### src/rtl/mem_arbiter.sv
// Two-client (I-cache / D-cache) arbiter in front of one shared slow line memory.
// Ties are broken toward the client not served last, so neither cache can starve.
`timescale 1ns/1ps
module mem_arbiter (
  input  logic         clk,
  input  logic         rst_n,
  input  logic         i_read,
  input  logic         i_write,
  input  logic [27:0]  i_addr,
  input  logic [127:0] i_wdata,
  output logic [127:0] i_rdata,
  output logic         i_ready,
  input  logic         d_read,
  input  logic         d_write,
  input  logic [27:0]  d_addr,
  input  logic [127:0] d_wdata,
  output logic [127:0] d_rdata,
  output logic         d_ready,
  output logic         mem_read,
  output logic         mem_write,
  output logic [27:0]  mem_addr,
  output logic [127:0] mem_wdata,
  input  logic [127:0] mem_rdata,
  input  logic         mem_ready
);

  typedef enum logic [1:0] {IDLE, BUSY_I, BUSY_D, RESP} state_t;

  state_t state, state_next;
  logic   last_d;
  logic   i_req, d_req;
  logic   grant_i, grant_d, done;

  assign i_req = i_read | i_write;
  assign d_req = d_read | d_write;

  always_ff @(posedge clk or negedge rst_n) begin
    if (!rst_n) state <= IDLE;
    else        state <= state_next;
  end

  // D wins a tie unless it was the client served most recently.
  always_comb begin
    state_next = state;
    grant_i    = 1'b0;
    grant_d    = 1'b0;
    done       = 1'b0;
    case (state)
      IDLE: begin
        if (d_req && (!i_req || !last_d)) begin
          grant_d    = 1'b1;
          state_next = BUSY_D;
        end else if (i_req) begin
          grant_i    = 1'b1;
          state_next = BUSY_I;
        end
      end
      BUSY_I, BUSY_D: begin
        if (mem_ready) begin
          done       = 1'b1;
          state_next = RESP;
        end
      end
      RESP:    state_next = IDLE;
      default: state_next = IDLE;
    endcase
  end

  // A client raising both read and write is treated as a write; mem_write
  // doubles as the latched operation for deciding whether to capture read data.
  always_ff @(posedge clk or negedge rst_n) begin
    if (!rst_n) begin
      last_d    <= 1'b0;
      mem_read  <= 1'b0;
      mem_write <= 1'b0;
      mem_addr  <= '0;
      mem_wdata <= '0;
      i_ready   <= 1'b0;
      d_ready   <= 1'b0;
      i_rdata   <= '0;
      d_rdata   <= '0;
    end else begin
      i_ready <= 1'b0;
      d_ready <= 1'b0;
      if (grant_d) begin
        last_d    <= 1'b1;
        mem_read  <= ~d_write;
        mem_write <= d_write;
        mem_addr  <= d_addr;
        mem_wdata <= d_wdata;
      end else if (grant_i) begin
        last_d    <= 1'b0;
        mem_read  <= ~i_write;
        mem_write <= i_write;
        mem_addr  <= i_addr;
        mem_wdata <= i_wdata;
      end else if (done) begin
        mem_read  <= 1'b0;
        mem_write <= 1'b0;
        if (state == BUSY_I) begin
          i_ready <= 1'b1;
          if (!mem_write) i_rdata <= mem_rdata;
        end else begin
          d_ready <= 1'b1;
          if (!mem_write) d_rdata <= mem_rdata;
        end
      end
    end
  end

endmodule

### config.mk
export PLATFORM = sky130hd
export DESIGN_NAME = mem_arbiter
export DESIGN_NICKNAME = d
export VERILOG_FILES = /design/src/rtl/mem_arbiter.sv
export SDC_FILE = /design/constraint.sdc
export NUM_CORES = 1
export LEC_CHECK = 0
export CAP_MARGIN = 40
export CORE_AREA = 10 10 329 331
export DETAILED_ROUTE_END_ITERATION = 8
export DIE_AREA = 0 0 339 341
export PLACE_DENSITY = 0.48
export SKIP_LAST_GASP = 1
export SLEW_MARGIN = 20
export SYNTH_ARGS = -nofsm -noshare
export SYNTH_HDL_FRONTEND = slang
export SYNTH_SLANG_ARGS = --single-unit
### constraint.sdc
create_clock -name clk -period 2.7 [get_ports clk]
set_clock_uncertainty 0.1 [all_clocks]
set_input_delay 0.81 -clock clk [delete_from_list [all_inputs] [get_ports clk]]
set_output_delay 0.81 -clock clk [all_outputs]
set_load 0.1 [all_outputs]
Word level (Yosys, flattened, before mapping)
Cells that the tools add are included.

storage, ports and cells
  output and inout port bits = 416
  flip-flop bits (word level) = 419
  memories = 0
  bits in latches = 0
  ROM bits = 0
  RAM bits = 0

operators by class
  $lt $le $gt $ge = 0
  shift operators = 0
  $mul = 0
  divide/modulo/power cells = 0
  bitwise logic cells = 8
  $add $sub $neg = 0
  reductions and logical operators = 11
  muxes and demuxes = 30
  equality and inequality tests = 5

operator list
  kind                  count
  $mux W128             2
  $mux W28              2
  $mux W1               22
  $reduce_and A5 Y1     2
  $mux W2               3
  $not A1 Y1            6
  $pmux W2 S3           1
  $eq A2 B2 Y1 const B  2
  $ne A3 B3 Y1 const B  1
  $reduce_bool A3 Y1    1
  $eq A2 B1 Y1 const B  1
  $logic_not A1 Y1      2
  $logic_not A2 Y1      1
  $ne A2 B2 Y1 const B  1
  $or A1 B1 Y1          2
  $reduce_and A2 Y1     1
  $reduce_bool A2 Y1    1
  $reduce_or A2 Y1      1
  $logic_and A1 B1 Y1   1
  $logic_or A1 B1 Y1    1

Logic depth before layout (Yosys ltp)
Gate-level depths: netlist of the first run.

  word-level depth = 8
  gate-level depth with buffers = 7

Worst setup path after synthesis of the first run
No wires, ideal clock.

  path kind = input to register
  start point = input port i_write
  end point = register i_rdata[59]
  path buffers = 3
  required time = 2.475 ns
  library setup time = 0.125 ns
  setup slack = -0.069 ns
  stages on the path = 6
  data arrival time = 2.543 ns
  cells stage by stage = buf_2 -> o41a_1 -> nor4b_1 -> buf_2 -> buf_2 -> mux2_2

between the ends
  word-level cells in the longest chain between the ends = 8
  elaborated cells on any way between the ends = 12
  those cells by class = mux: 5; bitwise: 3; reduce/logical: 4

RTL lines
  item                                    line  RTL
  start: declaration                      8     input logic i_write,
  $or A1 B1 Y1 (*)                        34    assign i_req = i_read | i_write;
  $logic_not A1 Y1                        50    if (d_req && (!i_req || !last_d)) begin
  $logic_or A1 B1 Y1                      50
  $logic_and A1 B1 Y1                     50
  $mux W1                                 50
  $mux W1                                 48    case (state)
  $not A1 Y1 (no source line)             --
  $reduce_and A5 Y1 (no source line) (*)  --
  end signal: assignment                  102   if (!mem_write) i_rdata <= mem_rdata;
  end: declaration                        11    output logic [127:0] i_rdata,

Every way passes the cells marked *; elsewhere a longest branch is shown, timed or not.
A chain may end at the register's enable or synchronous reset.

Worst setup path after layout of the first run
  start point = input port i_read
  end point = register d_rdata[31]

between the ends
  word-level cells in the longest chain between the ends = 8
  elaborated cells on any way between the ends = 12
  those cells by class = mux: 5; bitwise: 3; reduce/logical: 4

RTL lines
  item                                    line  RTL
  start: declaration                      7     input logic i_read,
  $or A1 B1 Y1 (*)                        34
  $logic_not A1 Y1                        50
  $logic_or A1 B1 Y1                      50
  $logic_and A1 B1 Y1                     50
  $mux W1                                 50
  $mux W1                                 48
  $not A1 Y1 (no source line)             --
  $reduce_and A5 Y1 (no source line) (*)  --
  end signal: assignment                  105   if (!mem_write) d_rdata <= mem_rdata;
  end: declaration                        17    output logic [127:0] d_rdata,

Marks and branches as above.

==> results of run 1 <==
per-layer routing:
metal | GRT usage (%) | part of all wire [%] | vias up
li1 | - | - | 5983
met1 | 16.2 | 39 | 6868
met2 | 24.6 | 51 | 600
met3 | 4.96 | 7.9 | 98
met4 | 2.96 | 1.9 | 18
met5 | 0 | 0.15 | -
registers in the layout (all words and copies together), names as in the netlist:
register / count
i_rdata: 128
last_d: 1
mem_write: 1
i_ready: 1
d_rdata: 128
mem_wdata: 128
d_ready: 1
mem_read: 1
mem_addr: 28
state: 2
how the worst max path moves through the flow:
stage              endpoint    start  slack, ps  cells after the start
3_5_place_dp    d_rdata[46]   i_read       -590                      5
4_1_cts         i_rdata[28]   i_read         70                      5
3_3_place_gp    i_rdata[23]   d_read       -620                      5
5_1_grt         d_rdata[28]   d_read         20                      5
6_report        d_rdata[31]   i_read         20                      5
2_1_floorplan  d_rdata[107]  i_write         60                      6
logic make-up after synthesis:
logic type | after synthesis | share of synthesized area [%]
buffers and inverters | 84 | 2.62
adders and majority gates | 3 | 0.226
AOI/OAI and AO/OA | 174 | 10.2
DFF | 419 | 63.2
muxes | 256 | 17.4
and+or+nand+nor | 170 | 6.40
cells in the mapped netlist, drive strengths merged:
cell type  number  area (µm²)
a21boi          1        7.51
nor2b           1        6.26
o21ba           1        10.0
nor3b           1        7.51
o311ai          1        8.76
or4             1        11.3
nor3            2        10.0
a21o            1        7.51
dfrtp         419       10500
nand2           2        7.51
nor4b           1        8.76
a211o           1        8.76
o41ai           1        8.76
inv             4        15.0
ha              3        37.5
nor4            1        6.26
nand2b          1        6.26
nand3           2        10.0
a2bb2oi         2        17.5
o21a            1        7.51
a221o         156        1560
nor2            1        3.75
or3b            1        8.76
mux2          256        2880
and2          156         976
clkbuf         51         191
o21ai           5        25.0
a21oi           3        15.0
o41a            1        11.3
buf            29         229
area by class of cell:
type | count | share of cell area [%]
inverters | 4 | 0.0535
well taps | 1368 | 6.10
flip-flops and latches | 419 | 37.4
clock buffers | 70 | 5.01
clock inverters | 17 | 0.522
multi-input cells | 603 | 20.3
repair buffers | 956 | 30.6
diodes | 4 | 0.0357
stage by stage:
step                instance area [µm²]  util (%)  hold WS (ps)  TNS, ps  cells
floorplan                         16600         -           405        0   1106
global placement                  26500      26.1           376  -170950   3349
detailed placement                26500      26.1           383  -167760   3349
CTS                               28000      27.6           396        0   3437
global route                      28100      27.7           404        0   3439
finish                            28100      27.7           391        0   3441
==> results.json, run 1 <==
{
  "ctsHoldBuffers": 1,
  "clock.fmax_mhz": 374,
  "avgSynthCellArea_um2": 15.0,
  "critPathSlowestCell": "or4_4",
  "min_period_ps": 2680,
  "antenna_found_initial": 16,
  "cts_setup_buffers": 0,
  "slew_headroom_pct": 68.7,
  "hold_path_startpoint": "d_rdata[56]",
  "drv_cap": 0,
  "syn-num-nets": 1556,
  "grt_overflow": 0,
  "io_pins": 863,
  "cp.required_ps": 3070,
  "rsz0062_at_grt": "false",
  "slowest_delay_ps": 640,
  "setup_viol": 0,
  "root_buffer": "clkbuf_16",
  "tightest_slew_ps": 470,
  "drt_wl_total_um": 84500,
  "clkLatencyLatePin_ps": 600,
  "dr.first_iter.drc_count": 677,
  "ff2ff_setup_slack_ps": 190,
  "first_global_vias": 15100,
  "synth-warning-count": 0,
  "fill_cells": 10500,
  "synth_cell_types": 33,
  "finalCritPeriodShare_pct": 99.1,
  "crit_buf_inv": 2,
  "layout_commonest_cell": "buf_4",
  "die-area_mm2": 0.116,
  "end_kind": "flop",
  "reg2reg_from": "state[0]",
  "crit_arrival_ps": 3040,
  "multi_input_area_mm2": 0.00570,
  "crit_fanout": 40,
  "min_path_type": "flop to flop",
  "cts_tree": "yes",
  "core_mm2": 0.101,
  "wl_per_cell_um": 24.6,
  "dp_hpwl_um": 70800,
  "mostFrequentLayoutCells": "buf_4 (486), clkdlybuf4s50_1 (445), dfrtp_1 (419)",
  "start_util_pct": 16.4,
  "synth_cells": 1106,
  "areaGrowthSynthToFinish_pct": 69.1,
  "gp_congestion": 0.851,
  "yosysSeqAreaShare_pct": 63.2,
  "viasPerCell": 3.94,
  "path_class": "input port to flop",
  "grt_max_degree": 78,
  "drt_pass1_iterations": 5,
  "report.final.slew_viol_count": 0,
  "worstHoldEndpoint": "d_rdata[56]",
  "portBuffers": 862,
  "status": "finished clean",
  "whs_path_depth": 1,
  "register_area_mm2": 0.0105,
  "r2r_end": "d_rdata[31]",
  "setup_ws_ps": 23.8,
  "startpoint_type": "input port",
  "finalHoldViolCount": 0,
  "synth_area_mm2": 0.0166,
  "ant_nets": 0,
  "path_clk_slew_ps": 60,
  "path_cells": "clkdlybuf4s50_1 -> o41a_1 -> or4_4 -> buf_12 -> mux2_1",
  "ctsResizeCount": 0,
  "grt_pass1_wl_um": 119000,
  "cpLargestDelayFamily": "buffers and inverters",
  "die_h_um": 341,
  "vias": 13600,
  "reg2regPathDepth": 6,
  "cts.sinks": 419,
  "nets": 2483,
  "grt_use_total_pct": 14.0,
  "drive_gt1_share_pct": 35.1,
  "cts_max_path_buffers": 3,
  "ys_seq_elements": 419,
  "cts_buffers": 49,
  "rows": 117,
  "chipWidth_um": 339,
  "dp_slack_ps": -590,
  "drc_errors": 0,
  "htreeDepth": 2
}
Power of run 1 is not shown: default switching activity piles up to over one toggle a cycle in this logic, so the estimate is an artifact.
==> inputs of run 2 (changes only) <==
GPL_TIMING_DRIVEN = 0   (was unset)
==> run 2 against run 1 <==
Against the previous run:
- first-iteration DRC count fell by 1.8%
- core utilization rose by 7.6 points
- sequential cell count did not move
- sequential share of layout area fell by 8.0 points
- register-to-register slack barely moved
- largest cell class is now non-clock buffers
==> results.json, run 2 (synthesis results as in run 1) <==
{
  "status": "finished clean",
  "drv_cap": 0,
  "min_period_ps": 2640,
  "wl_per_cell_um": 25.8,
  "cts_tree": "yes",
  "core_mm2": 0.101,
  "setup_viol": 0,
  "whs_path_depth": 1,
  "drc_errors": 0,
  "ant_nets": 0,
  "placed_cell_area_mm2": 0.0362,
  "portBuffers": 861,
  "setup_tns_ps": 0,
  "vias": 14400,
  "path_clk_slew_ps": 60,
  "dp_hpwl_um": 79700,
  "dr.first_iter.drc_count": 665,
  "report.final.slew_viol_count": 0,
  "reg2regPathDepth": 7,
  "gp_congestion": 0.852,
  "startpoint_type": "flop",
  "start_util_pct": 16.4,
  "hold_path_startpoint": "d_rdata[17]",
  "path_cells": "clkdlybuf4s50_1 -> buf_16",
  "slowest_delay_ps": 570,
  "mostFrequentLayoutCells": "clkdlybuf4s50_1 (564), dfrtp_1 (418), buf_16 (276)",
  "antenna_found_initial": 25,
  "path_class": "flop to output pin",
  "clock.fmax_mhz": 379,
  "rows": 117,
  "crit_fanout": 2,
  "cp.required_ps": 1790,
  "end_kind": "output pin",
  "drt_wl_total_um": 92900,
  "finalCritPeriodShare_pct": 97.8,
  "critPathSlowestCell": "clkdlybuf4s50_1",
  "reg2reg_from": "state[0]",
  "htreeDepth": 2,
  "grt_overflow": 0,
  "finalHoldViolCount": 0,
  "io_pins": 863,
  "r2r_end": "d_rdata[22]",
  "place_inst": 3732,
  "post-route-cell-area_mm2": 0.0358,
  "cts.sinks": 419,
  "grt_pass1_wl_um": 131000,
  "areaGrowthSynthToFinish_pct": 115,
  "die-area_mm2": 0.116,
  "min_path_type": "flop to flop",
  "root_buffer": "clkbuf_16",
  "slew_headroom_pct": 55.5,
  "crit_arrival_ps": 1730,
  "cts_max_path_buffers": 3,
  "dp_slack_ps": -1370,
  "drt_pass1_iterations": 5,
  "first_global_vias": 16500,
  "stdcell_count": 3594,
  "tightest_slew_ps": 672,
  "chipWidth_um": 339,
  "layout_commonest_cell": "clkdlybuf4s50_1",
  "reg.largest.list": "d_rdata x128, i_rdata x128, mem_wdata x128",
  "die_h_um": 341,
  "grt_max_degree": 97,
  "grt_use_total_pct": 15.5,
  "ff2ff_setup_slack_ps": 180,
  "drive_gt1_share_pct": 31.6,
  "clkLatencyLatePin_ps": 610,
  "nets": 2633,
  "viasPerCell": 4.02,
  "worstHoldEndpoint": "d_rdata[17]",
  "cts_buffers": 50,
  "setup_ws_ps": 59.9
}
[run 2: how the worst max path moves through the flow]
stage | to | startpoint | slack [ps]
2_1_floorplan | d_rdata[107] | i_write | 60
3_3_place_gp | d_rdata[101] | rst_n | -18150
3_5_place_dp | i_rdata[16] | d_read | -1370
4_1_cts | d_rdata[110] | d_rdata[110] | 0.4
5_1_grt | d_rdata[33] | d_rdata[33] | -20
6_report | mem_addr[3] | mem_addr[3] | 60
[run 2: layout make-up]
cell class / instances / area [µm²]
Tap cell: 1368 / 1710
Multi-Input combinational cell: 603 / 5700
Clock inverter: 11 / 113
Sequential cell: 419 / 10500
Buffer: 80 / 541
Inverter: 4 / 15.0
Antenna cell: 7 / 17.5
Timing Repair Buffer: 1025 / 15600
Fill cell: 9503 / 65700
Clock buffer: 77 / 1530
[run 2: what timing repair did]
item,4_1_cts,5_1_grt
resized for setup,88,42
endpoints found under the hold margin,44,0
pin swaps,2,0
setup buffers,2,0
setup endpoints to repair,496,117
gates cloned,1,0
hold buffers,1,0
[run 2: worst max-delay path: cells and delay by family, from the launching register on]
kind	cells	cell delay [ps]
buffers and inverters	2	760
DFF	1	370
[run 2: metal layers]
layer / wire length [µm] / track usage [%] / part of all wire (%) / vias to the layer above
met3: 7880 / 5.80 / 8.5 / 141
met5: 156 / 0 / 0.17 / -
li1: - / - / - / 6281
met1: 33900 / 16.7 / 36 / 7305
met4: 3030 / 5.17 / 3.3 / 24
met2: 47900 / 27.8 / 52 / 688
[run 2: metrics by stage]
| stage | utilization, % | hold slack (ps) |
|---|---|---|
| after floorplan | - | 405 |
| after global placement | 26.5 | 372 |
| after detailed placement | 35.7 | 381 |
| after CTS | 35.6 | 394 |
| after global routing | 35.2 | 409 |
| final | 35.2 | 389 |
Power of run 2 is left out for the same reason.
